$ cat src/rtl/fetch_unit.sv
// Instruction-fetch stage: owns the PC, issues to a 1-cycle synchronous IMEM and
// presents {instr, pc, valid} to decode, with a hold register and a deferred redirect across stalls.
module fetch_unit #(
  parameter int          PC_W     = 27,
  parameter int          IMEM_AW  = 25,
  parameter logic [26:0] RESET_PC = 27'h0
) (
  input  logic               clk,
  input  logic               rst,
  input  logic               n_stall,
  input  logic [PC_W-1:0]    npc,
  input  logic               npc_enn,
  input  logic               flush,
  output logic               imem_en,
  output logic [IMEM_AW-1:0] imem_addr,
  input  logic [31:0]        imem_rdata,
  output logic [31:0]        if_instr,
  output logic [PC_W-1:0]    if_pc,
  output logic               if_valid
);

  logic [PC_W-1:0] pc_f;
  logic [PC_W-1:0] req_pc;
  logic            req_valid;
  logic            hold_valid;
  logic [31:0]     hold_instr;
  logic            redir_pend;
  logic [PC_W-1:0] redir_pc;

  logic [PC_W-1:0] t_raw;
  logic [PC_W-1:0] t;

  // A live redirect beats a deferred one, which beats sequential fetch.
  always_comb begin
    t_raw = pc_f;
    if (npc_enn)         t_raw = npc;
    else if (redir_pend) t_raw = redir_pc;
    t = {t_raw[PC_W-1:2], 2'b00};
  end

  assign imem_en   = n_stall & ~rst;
  assign imem_addr = t[PC_W-1:2];

  always_ff @(posedge clk) begin
    if (rst) begin
      pc_f       <= PC_W'(RESET_PC);
      req_pc     <= '0;
      req_valid  <= 1'b0;
      hold_valid <= 1'b0;
      hold_instr <= '0;
      redir_pend <= 1'b0;
      redir_pc   <= '0;
    end else if (n_stall) begin
      req_pc     <= t;
      req_valid  <= 1'b1;
      pc_f       <= t + PC_W'(4);
      hold_valid <= 1'b0;
      redir_pend <= 1'b0;
    end else begin
      // The first stalled edge still sees the live read data; capture it once.
      if (!hold_valid) begin
        hold_instr <= imem_rdata;
        hold_valid <= 1'b1;
      end
      if (npc_enn) begin
        redir_pend <= 1'b1;
        redir_pc   <= npc;
      end
    end
  end

  assign if_instr = !req_valid ? 32'h0 : (hold_valid ? hold_instr : imem_rdata);
  assign if_pc    = req_pc;
  assign if_valid = req_valid & ~flush & ~redir_pend;

endmodule
$ cat config.mk
export PLATFORM = sky130hd
export DESIGN_NAME = fetch_unit
export DESIGN_NICKNAME = d
export VERILOG_FILES = /design/src/rtl/fetch_unit.sv
export SDC_FILE = /design/constraint.sdc
export NUM_CORES = 1
export LEC_CHECK = 0
export CAP_MARGIN = 10
export CORE_MARGIN = 2
export CORE_UTILIZATION = 50
export DETAILED_ROUTE_END_ITERATION = 12
export PLACE_DENSITY = 0.86
export REMOVE_ABC_BUFFERS = 1
export SYNTH_ARGS = -nofsm -noshare
export SYNTH_HDL_FRONTEND = slang
export SYNTH_SLANG_ARGS = --single-unit
$ cat constraint.sdc
create_clock -name clk -period 6.4 [get_ports clk]
set_input_delay 0.64 -clock clk [delete_from_list [all_inputs] [get_ports clk]]
set_output_delay 0.64 -clock clk [all_outputs]
set_load 0.01 [all_outputs]
-- After elaboration in Yosys (flattened, before gate mapping)
Cells that the tools add are included.
- reduce and logical (&&, ||, !) cells: 2
- add/sub/neg operators: 1
- multiplexer cells: 5
- bitwise gates (word level): 7
- operator list (kind ; count):
    32-bit two-way mux ; 2
    27-bit two-way mux ; 2
    27-bit by 3-bit adder with 27-bit output, second input constant ; 1
    1-bit inverter ; 4
    1-bit AND ; 3
    2-bit AND reduction ; 1
    2-bit OR reduction ; 1
    1-bit two-way mux ; 1
- output and inout port bits: 86
- bits of input ports: 64
- register bits: 114
- word-level logic and storage cells: 22

-- Longest topological paths before layout
Gate-level depths: netlist of run 1.
- word-level depth: 3
- depth in mapped cells: 10
- mapped depth without buffers: 8

-- Worst setup path after synthesis of run 1
No wires, ideal clock.
- kind: input-to-reg
- start: in npc_enn
- end: reg pc_f[20]
- setup time: 127 ps
- arrival: 2796 ps
- required time: 6273 ps
- cell stages on the path: 8
- path buffers: 1
- slack: 3477 ps
- path through: buf_2 o21ai_0 ha_1 o211ai_1 and4b_1 nand4_1 and3_1 or3_1
- word-level cells in the longest chain between the ends: 2
- ends and longest elaborated chain (element ; RTL line ; RTL):
    start, declared ; 12 ; input logic npc_enn,
    27-bit two-way mux ; 36 ; if (npc_enn) t_raw = npc;
    via imem_addr[0] ; 15 ; output logic [IMEM_AW-1:0] imem_addr,
    27-bit by 3-bit adder with 27-bit output ; 56 ; pc_f <= t + PC_W'(4);
    end signal, assigned ; 46 ; pc_f <= PC_W'(RESET_PC);
    end signal, assigned ; 56 ;
    end, declared ; 22 ; logic [PC_W-1:0] pc_f;
The timed path passes the listed nets, and every way through them passes these cells.
A chain may end at the register's enable or synchronous reset.

-- Worst setup path in the final report of run 1
- start: in n_stall
- end: out imem_en
- word-level cells in the longest chain between the ends: 1
- ends and longest elaborated chain (element ; RTL line ; RTL):
    start, declared ; 10 ; input logic n_stall,
    1-bit AND ; 41 ; assign imem_en = n_stall & ~rst;
    end, declared ; 14 ; output logic imem_en,
Every way passes these cells.

==> results.py, run 1 <==
metrics = {
    "sta": {
        "slew_headroom_pct": 18.8,
        "whs_ps": 461,
        "setup_viol": 0,
        "period_needed_ps": 3600,
        "hold_violations": 0,
        "fmax_ghz": 0.278,
        "fin_crit_sh_pct": 56.3,
        "tns_ps": 0,
        "report.final.slew_viol_count": 0,
        "skew_ps": 16.0,
        "rsz0062_at_grt": "no",
        "worst_pin_slew_ps": 1220,
    },
    "cts": {
        "ctsHtreeMaxLevel": 3,
        "clk_pin_slew_ps": 100,
        "cts-root-buf": "clkbuf_8",
        "cts.repair.resized": 0,
        "insertion_delay_ps": 380,
        "cts.path.max_buffers": 2,
        "cts_tree": "yes",
        "cts_made_buffers": 9,
        "hold_buffers": 0,
        "numClockSinks": 110,
        "postCtsSetupRepairBufs": 0,
    },
    "critical_path": {
        "reg2reg_to": "pc_f[22]",
        "worstPathRequired_ps": 5760,
        "path_max_fanout": 53,
        "setup.worst_path.class": "input pin to output port",
        "end_kind": "output port",
        "reg2reg_slack_ps": 3110,
        "cp-start-kind": "input pin",
        "cp-endpoint": "imem_en",
        "reg2reg_from": "redir_pend",
        "reg2regPathDepth": 9,
        "arrival_ps": 2960,
        "critPathLaunch": "n_stall",
    },
    "pwr": {
        "power.leakage_nw": 2.58,
        "power-per-cell-area_nw_per_um2": 210,
        "max-vdd-ir-drop_v": 0.000118,
    },
    "die": {
        "fp.coreArea_um2": 10400,
        "fp.dieW_um": 108,
        "io_pins": 150,
        "dieArea_um2": 11700,
        "rows": 37,
        "initial_core_util_pct": 51.9,
        "fp.dieH_um": 108,
    },
    "synthesis": {
        "ys_seq_area_share_pct": 40.7,
        "synth_top_area_cell": "dfxtp_1",
        "synth_async_sr_flop_share_pct": 0,
        "yosys_most_used_dff": "dfxtp_1",
        "synth_cell_types": 48,
        "yosys-top-cells-area": "dfxtp_1 (41%), mux2i_1 (15%), nand2_1 (11%), a21oi_1 (5.3%), nor2b_1 (3.9%)",
        "synth-edff-count": 0,
        "synth-seq-cells": 110,
        "avgSynthCellArea_um2": 8.18,
        "synth.cell_area_um2": 5410,
        "syn-instance-count": 661,
        "yosys_warnings": 0,
        "synth.top_cell.area_share_pct": 40.7,
    },
    "run": {
        "max_cap_viol_count": 0,
    },
    "cells_and_area": {
        "nFillCells": 830,
        "final_cell_mix": "nand2_1 (153), clkdlybuf4s50_1 (142), dfxtp_1 (109)",
        "drive_above_1_share_pct": 4.66,
        "final_cells": 909,
        "area_growth_pct": 29.1,
        "final_common_cell": "nand2_1",
        "final_nets": 834,
        "n_antenna_cell": 0,
    },
    "placement": {
        "dp.cells": 894,
        "place.gp.congestion": 0.792,
        "hpwlAfterDp_um": 9710,
        "port_buffers": 145,
    },
    "run_status": {
        "status": "finished clean",
    },
    "min_path": {
        "hold_class": "register to register",
    },
    "global_routing": {
        "track_usage_pct": 24.8,
        "antenna_found_initial": 0,
        "overflow": 0,
        "grt_pass1_wl_um": 23400,
        "grt_pass1_vias": 4881,
        "grt_max_degree": 58,
    },
    "routing": {
        "detail-route-antenna-nets": 0,
        "wl_per_cell_um": 16.0,
        "dr.pass1.iters": 6,
        "drc": 0,
        "dr_total_vias": 5075,
        "drt_wl_total_um": 14500,
        "via_per_inst": 5.58,
        "drtIter0Drc": 360,
    },
}
## registers in the layout, indices dropped and copies added, names as in the netlist
| register | cells |
|---|---|
| pc_f | 25 |
| hold_valid | 1 |
| redir_pc | 25 |
| redir_pend | 1 |
| hold_instr | 32 |
| if_pc | 25 |
| req_valid | 1 |
## worst max-delay path: stages
cell             delay [ps]
buf_2                    80
buf_4                   610
nand2b_1                520
inv_1                   460
clkdlybuf4s50_1         630
## stage by stage
stage / utilization [%] / power (mW) / area (um^2) / worst slack, ps
2_1_floorplan: - / 0.907 / 5150 / 3010
3_3_place_gp: 65.3 / 1.06 / 6800 / 2920
3_5_place_dp: 65.3 / 1.08 / 6800 / 2880
4_1_cts: 67.1 / 1.47 / 6980 / 2860
5_1_grt: 67.1 / 1.53 / 6980 / 2690
6_report: 67.1 / 1.46 / 6980 / 2800
## metal layers
| layer | share of wire (%) | global-route usage (%) | up-vias |
|---|---|---|---|
| met4 | 1.2 | 8.06 | 0 |
| met3 | 7.9 | 5.91 | 15 |
| met1 | 43 | 30.6 | 2399 |
| li1 | - | - | 2457 |
| met2 | 48 | 42.6 | 204 |
| met5 | 0 | 0 | - |
## layout make-up
| cell class | instances | area (um^2) | area share, % |
|---|---|---|---|
| clock buffer | 11 | 151 | 2.17 |
| clock inverter | 4 | 30.0 | 0.430 |
| inverter | 4 | 15.0 | 0.215 |
| multi-input combinational | 494 | 2940 | 42.1 |
| sequential | 110 | 2200 | 31.5 |
| tap | 136 | 170 | 2.44 |
| timing repair buffer | 150 | 1480 | 21.1 |
## kinds of logic (layout without fill, tap and decap cells)
| family | count (synthesis) | in the layout | synth area share, % |
|---|---|---|---|
| AOI/OAI and AO/OA | 113 | 113 | 12.3 |
| xor gates and xnor gates | 12 | 12 | 1.94 |
| buffers and inverters | 58 | 169 | 5.16 |
| DFF | 110 | 110 | 40.7 |
| other | 1 | 2 | 0.0693 |
| muxes | 84 | 84 | 15.6 |
| and+or+nand+nor | 282 | 282 | 24.0 |
| adders and majority gates | 1 | 1 | 0.231 |
## Yosys cell counts, types with 4 or more instances
master    instances
nand4_1           7
a311oi_1          4
buf_2             6
nand3_1          12
xor2_1            9
or3_1             9
and3_1            4
o21ai_1          13
nand2_1         153
nor2_1           42
dfxtp_1         110
nand2b_1          4
o21ai_0          16
inv_1             4
mux2i_1          83
nor2b_1          34
a211oi_1          6
clkbuf_1         38
a21oi_1          57
## worst min path at each step
stage                               from             end  slack (ps)  cells past startpoint
after floorplan                 pc_f[12]        pc_f[12]         420                      2
after global placement          pc_f[14]        pc_f[14]         440                      2
after detailed placement         pc_f[7]         pc_f[7]         440                      2
after CTS                    redir_pc[4]     redir_pc[4]         460                      2
after global routing      hold_instr[13]  hold_instr[13]         480                      2
final                      hold_instr[1]   hold_instr[1]         460                      2
## power breakdown
group	total, mW	internal [mW]	leakage, nW	switching [mW]
Clock	0.401	0.163	0.0922	0.238
Sequential	0.754	0.725	0.904	0.0291
Combinational	0.308	0.154	1.59	0.154
(Power assumes the default switching activity.)
==> run 2: changes to the inputs <==
CORE_UTILIZATION = 48   (was 50)
PLACE_DENSITY = 0.83   (was 0.86)
clock period = 3.5 ns   (was 6.4 ns; I/O delays follow)
==> results.py, run 2 (synthesis gave the netlist of run 1 again) <==
metrics = {
    "routing": {
        "drtIter0Drc": 334,
        "dr_total_vias": 5124,
        "wl_per_cell_um": 15.6,
        "detail-route-antenna-nets": 0,
        "dr.pass1.iters": 7,
        "via_per_inst": 5.55,
        "drt_wl_total_um": 14400,
        "drc": 0,
    },
    "cells_and_area": {
        "final_cell_mix": "nand2_1 (153), clkdlybuf4s50_1 (142), dfxtp_1 (109)",
        "largest_reg_flops": 32,
        "n_antenna_cell": 0,
        "final_cells": 923,
        "fin_util_pct": 65.5,
        "final_common_cell": "nand2_1",
        "regMostFlops": "hold_instr",
        "drive_above_1_share_pct": 5.49,
        "final_nets": 843,
        "area_growth_pct": 32.3,
    },
    "critical_path": {
        "slowest_stage": "and4_1",
        "path_max_fanout": 14,
        "setup.worst_path.class": "register to register",
        "worstPathRequired_ps": 3730,
        "crit_path_max_incr_delay_ps": 500,
        "end_kind": "register",
        "crit_family": "simple AND/OR/NAND/NOR gates",
        "cp-start-kind": "register",
        "cp_num_buf_inv": 1,
        "path_cells": "buf_4 -> mux2i_1 -> o21ai_0 -> and4_1 -> nand4_1 -> and3_1 -> or3_1",
        "arrival_ps": 3210,
    },
    "sta": {
        "worst_pin_slew_ps": 1170,
        "period_needed_ps": 2980,
        "setup_viol": 0,
        "fin_crit_sh_pct": 85.1,
        "fmax_ghz": 0.336,
        "whs_ps": 430,
        "report.final.slew_viol_count": 0,
        "rsz0062_at_grt": "no",
        "skew_ps": 6.87,
        "slew_headroom_pct": 22.1,
        "tns_ps": 0,
        "hold_violations": 0,
    },
    "placement": {
        "port_buffers": 145,
        "dp.cells": 906,
        "place.gp.congestion": 0.858,
        "hpwlAfterDp_um": 9930,
    },
    "cts": {
        "insertion_delay_ps": 340,
        "cts_tree": "yes",
        "clk_pin_slew_ps": 70,
        "ctsHtreeMaxLevel": 3,
        "hold_buffers": 0,
        "postCtsSetupRepairBufs": 0,
        "cts-root-buf": "clkbuf_16",
        "cts.path.max_buffers": 2,
        "cts_made_buffers": 9,
        "cts.repair.resized": 0,
        "numClockSinks": 110,
    },
    "global_routing": {
        "track_usage_pct": 23.6,
        "overflow": 0,
        "grt_pass1_wl_um": 22800,
        "grt_pass1_vias": 4876,
        "antenna_found_initial": 0,
        "grt_max_degree": 95,
    },
    "pwr": {
        "max-vdd-ir-drop_v": 0.000330,
        "power-per-cell-area_nw_per_um2": 408,
        "power.leakage_nw": 2.67,
    },
    "run": {
        "max_cap_viol_count": 0,
    },
    "die": {
        "initial_core_util_pct": 49.5,
        "rows": 38,
        "io_pins": 150,
        "fp.dieW_um": 110,
        "fp.coreArea_um2": 10900,
        "fp.dieH_um": 110,
        "dieArea_um2": 12100,
    },
    "min_path": {
        "hold_class": "input pin to register",
    },
    "run_status": {
        "status": "finished clean",
    },
}
## run 2: worst paths after layout
| check | slack (ps) | startpoint | end | cells past startpoint |
|---|---|---|---|---|
| hold / removal | 430 | rst | pc_f[18] | 4 |
| setup reg to reg | 520 | redir_pend | pc_f[20] | 7 |
| hold reg to reg | 460 | hold_instr[26] | hold_instr[26] | 2 |
| setup / recovery | 520 | redir_pend | pc_f[20] | 7 |
## run 2: layout make-up
class                           instances  area, um^2
Inverter                                4        15.0
Fill cell                             876        3780
Tap cell                              140         175
Multi-Input combinational cell        494        2940
Sequential cell                       110        2200
Clock inverter                          2        16.3
Timing Repair Buffer                  159        1550
Clock buffer                           14         264
## run 2: metal layers
layer,GRT usage [%],wire length [um],vias up
li1,-,-,2476
met1,28.7,5850,2399
met2,40.7,6950,221
met3,4.94,1350,28
met4,9.11,295,0
met5,0,0,-
## run 2: where the power goes
group / switching [mW] / internal (mW) / total [mW]
Combinational: 0.282 / 0.291 / 0.572
Sequential: 0.0532 / 1.33 / 1.38
Clock: 0.448 / 0.525 / 0.973
Total: 0.783 / 2.14 / 2.92
## run 2: worst min-delay path, cell delays in order
cell and delay, ps:
buf_4 90, nor2_1 120, nand2_1 110, nand3_1 50
## run 2: per-stage QoR
stage	setup slack, ps	cell area, um^2	power [mW]
detailed placement	417	6870	1.97
CTS	555	7150	2.95
global placement	537	6870	1.95
finish	520	7160	2.92
floorplan	107	5150	1.66
global route	375	7160	3.06
==> run 3: changes to the inputs <==
HOLD_SLACK_MARGIN = 0.02   (was default)
SLEW_MARGIN = 15   (was default)
==> results.py, run 3 (synthesis gave the netlist of run 1 again) <==
metrics = {
    "die": {
        "fp.dieH_um": 110,
        "dieArea_um2": 12100,
        "fp.coreArea_um2": 10900,
        "fp.dieW_um": 110,
        "initial_core_util_pct": 49.5,
        "io_pins": 150,
        "rows": 38,
    },
    "sta": {
        "fin_crit_sh_pct": 85.5,
        "period_needed_ps": 2990,
        "skew_ps": 8.27,
        "worst_pin_slew_ps": 1140,
        "rsz0062_at_grt": "no",
        "tns_ps": 0,
        "report.final.slew_viol_count": 0,
        "fmax_ghz": 0.334,
        "slew_headroom_pct": 23.8,
        "hold_violations": 0,
        "setup_viol": 0,
    },
    "critical_path": {
        "end_kind": "register",
        "cp-start-kind": "register",
        "arrival_ps": 3220,
        "slowest_stage": "and4_1",
        "path_max_fanout": 14,
        "path_cells": "buf_4 -> mux2i_1 -> o21ai_0 -> and4_1 -> nand4_1 -> and3_1 -> or3_1",
        "worstPathRequired_ps": 3730,
        "crit_path_max_incr_delay_ps": 510,
        "setup.worst_path.class": "register to register",
    },
    "routing": {
        "wl_per_cell_um": 15.6,
        "drt_wl_total_um": 14400,
        "drc": 0,
        "dr_total_vias": 5085,
        "drtIter0Drc": 331,
        "via_per_inst": 5.52,
        "detail-route-antenna-nets": 0,
        "dr.pass1.iters": 7,
    },
    "cells_and_area": {
        "drive_above_1_share_pct": 5.50,
        "final_cell_mix": "nand2_1 (153), clkdlybuf4s50_1 (142), dfxtp_1 (109)",
        "largest_reg_flops": 32,
        "area_growth_pct": 32.2,
        "n_antenna_cell": 0,
        "final_common_cell": "nand2_1",
        "final_nets": 842,
        "regMostFlops": "hold_instr",
        "fin_util_pct": 65.4,
        "multiInputGateArea_um2": 2940,
        "seqCellArea_um2": 2200,
        "nFillCells": 877,
    },
    "cts": {
        "hold_buffers": 0,
        "cts.path.max_buffers": 2,
        "cts_made_buffers": 9,
        "numClockSinks": 110,
        "cts-root-buf": "clkbuf_16",
        "cts.repair.resized": 0,
        "cts_tree": "yes",
        "postCtsSetupRepairBufs": 0,
        "clk_pin_slew_ps": 70,
        "ctsHtreeMaxLevel": 3,
        "insertion_delay_ps": 350,
    },
    "global_routing": {
        "track_usage_pct": 23.6,
        "overflow": 0,
        "antenna_found_initial": 0,
        "grt_pass1_wl_um": 22800,
        "grt_pass1_vias": 4876,
        "grt_max_degree": 95,
    },
    "run_status": {
        "status": "finished clean",
    },
    "placement": {
        "place.gp.congestion": 0.858,
        "hpwlAfterDp_um": 9930,
        "port_buffers": 145,
    },
    "pwr": {
        "max-vdd-ir-drop_v": 0.000329,
        "power-per-cell-area_nw_per_um2": 409,
        "power.leakage_nw": 2.67,
    },
    "min_path": {
        "hold_class": "input pin to register",
    },
    "run": {
        "max_cap_viol_count": 0,
    },
}
[run 3: changes by cell type in the layout (fill, tap and decap cells not counted), sizes merged]
| cell | change |
|---|---|
| buf | -1 |
[run 3: power by group]
| part | leakage, nW | internal (mW) | switching (mW) | total [mW] |
|---|---|---|---|---|
| Clock | 0.133 | 0.525 | 0.452 | 0.977 |
| Combinational | 1.63 | 0.290 | 0.281 | 0.571 |
| Sequential | 0.904 | 1.33 | 0.0533 | 1.38 |
| Total | 2.67 | 2.14 | 0.786 | 2.93 |
[run 3: final cells by class]
class                           instances  area share [%]
Sequential cell                       110            30.8
Inverter                                4           0.210
Timing Repair Buffer                  158            21.5
Clock buffer                           14            3.69
Tap cell                              140            2.45
Clock inverter                          2           0.227
Multi-Input combinational cell        494            41.1
[run 3: critical path: cells and delay by family (launching register included)]
family          cells  cell delay, ps
compound gates      1             410
buf+inv             1             310
flops               1             430
mux                 1             110
simple gates        4            1620
[run 3: per-layer routing]
metal / GRT usage (%) / share of wire, % / vias up
met5: 0 / 0 / -
met3: 4.94 / 8.8 / 23
met1: 28.7 / 42 / 2375
li1: - / - / 2480
met2: 40.7 / 48 / 207
met4: 9.11 / 1.8 / 0
[run 3: path summary, 6_finish.rpt]
kind | slack (ps) | from | to | depth (start not counted)
min reg2reg | 460 | hold_instr[26] | hold_instr[26] | 2
min | 340 | rst | hold_valid | 2
max | 510 | redir_pend | pc_f[20] | 7
max reg2reg | 510 | redir_pend | pc_f[20] | 7
[run 3: per-stage QoR]
step	power, mW	setup WS, ps	hold WS [ps]	cells	instance area [um^2]
after floorplan	1.66	107	419	608	5150
after global placement	1.95	537	434	906	6870
after detailed placement	1.97	417	447	906	6870
after CTS	2.95	555	457	922	7150
after global routing	3.06	375	346	922	7150
final	2.93	508	336	922	7150
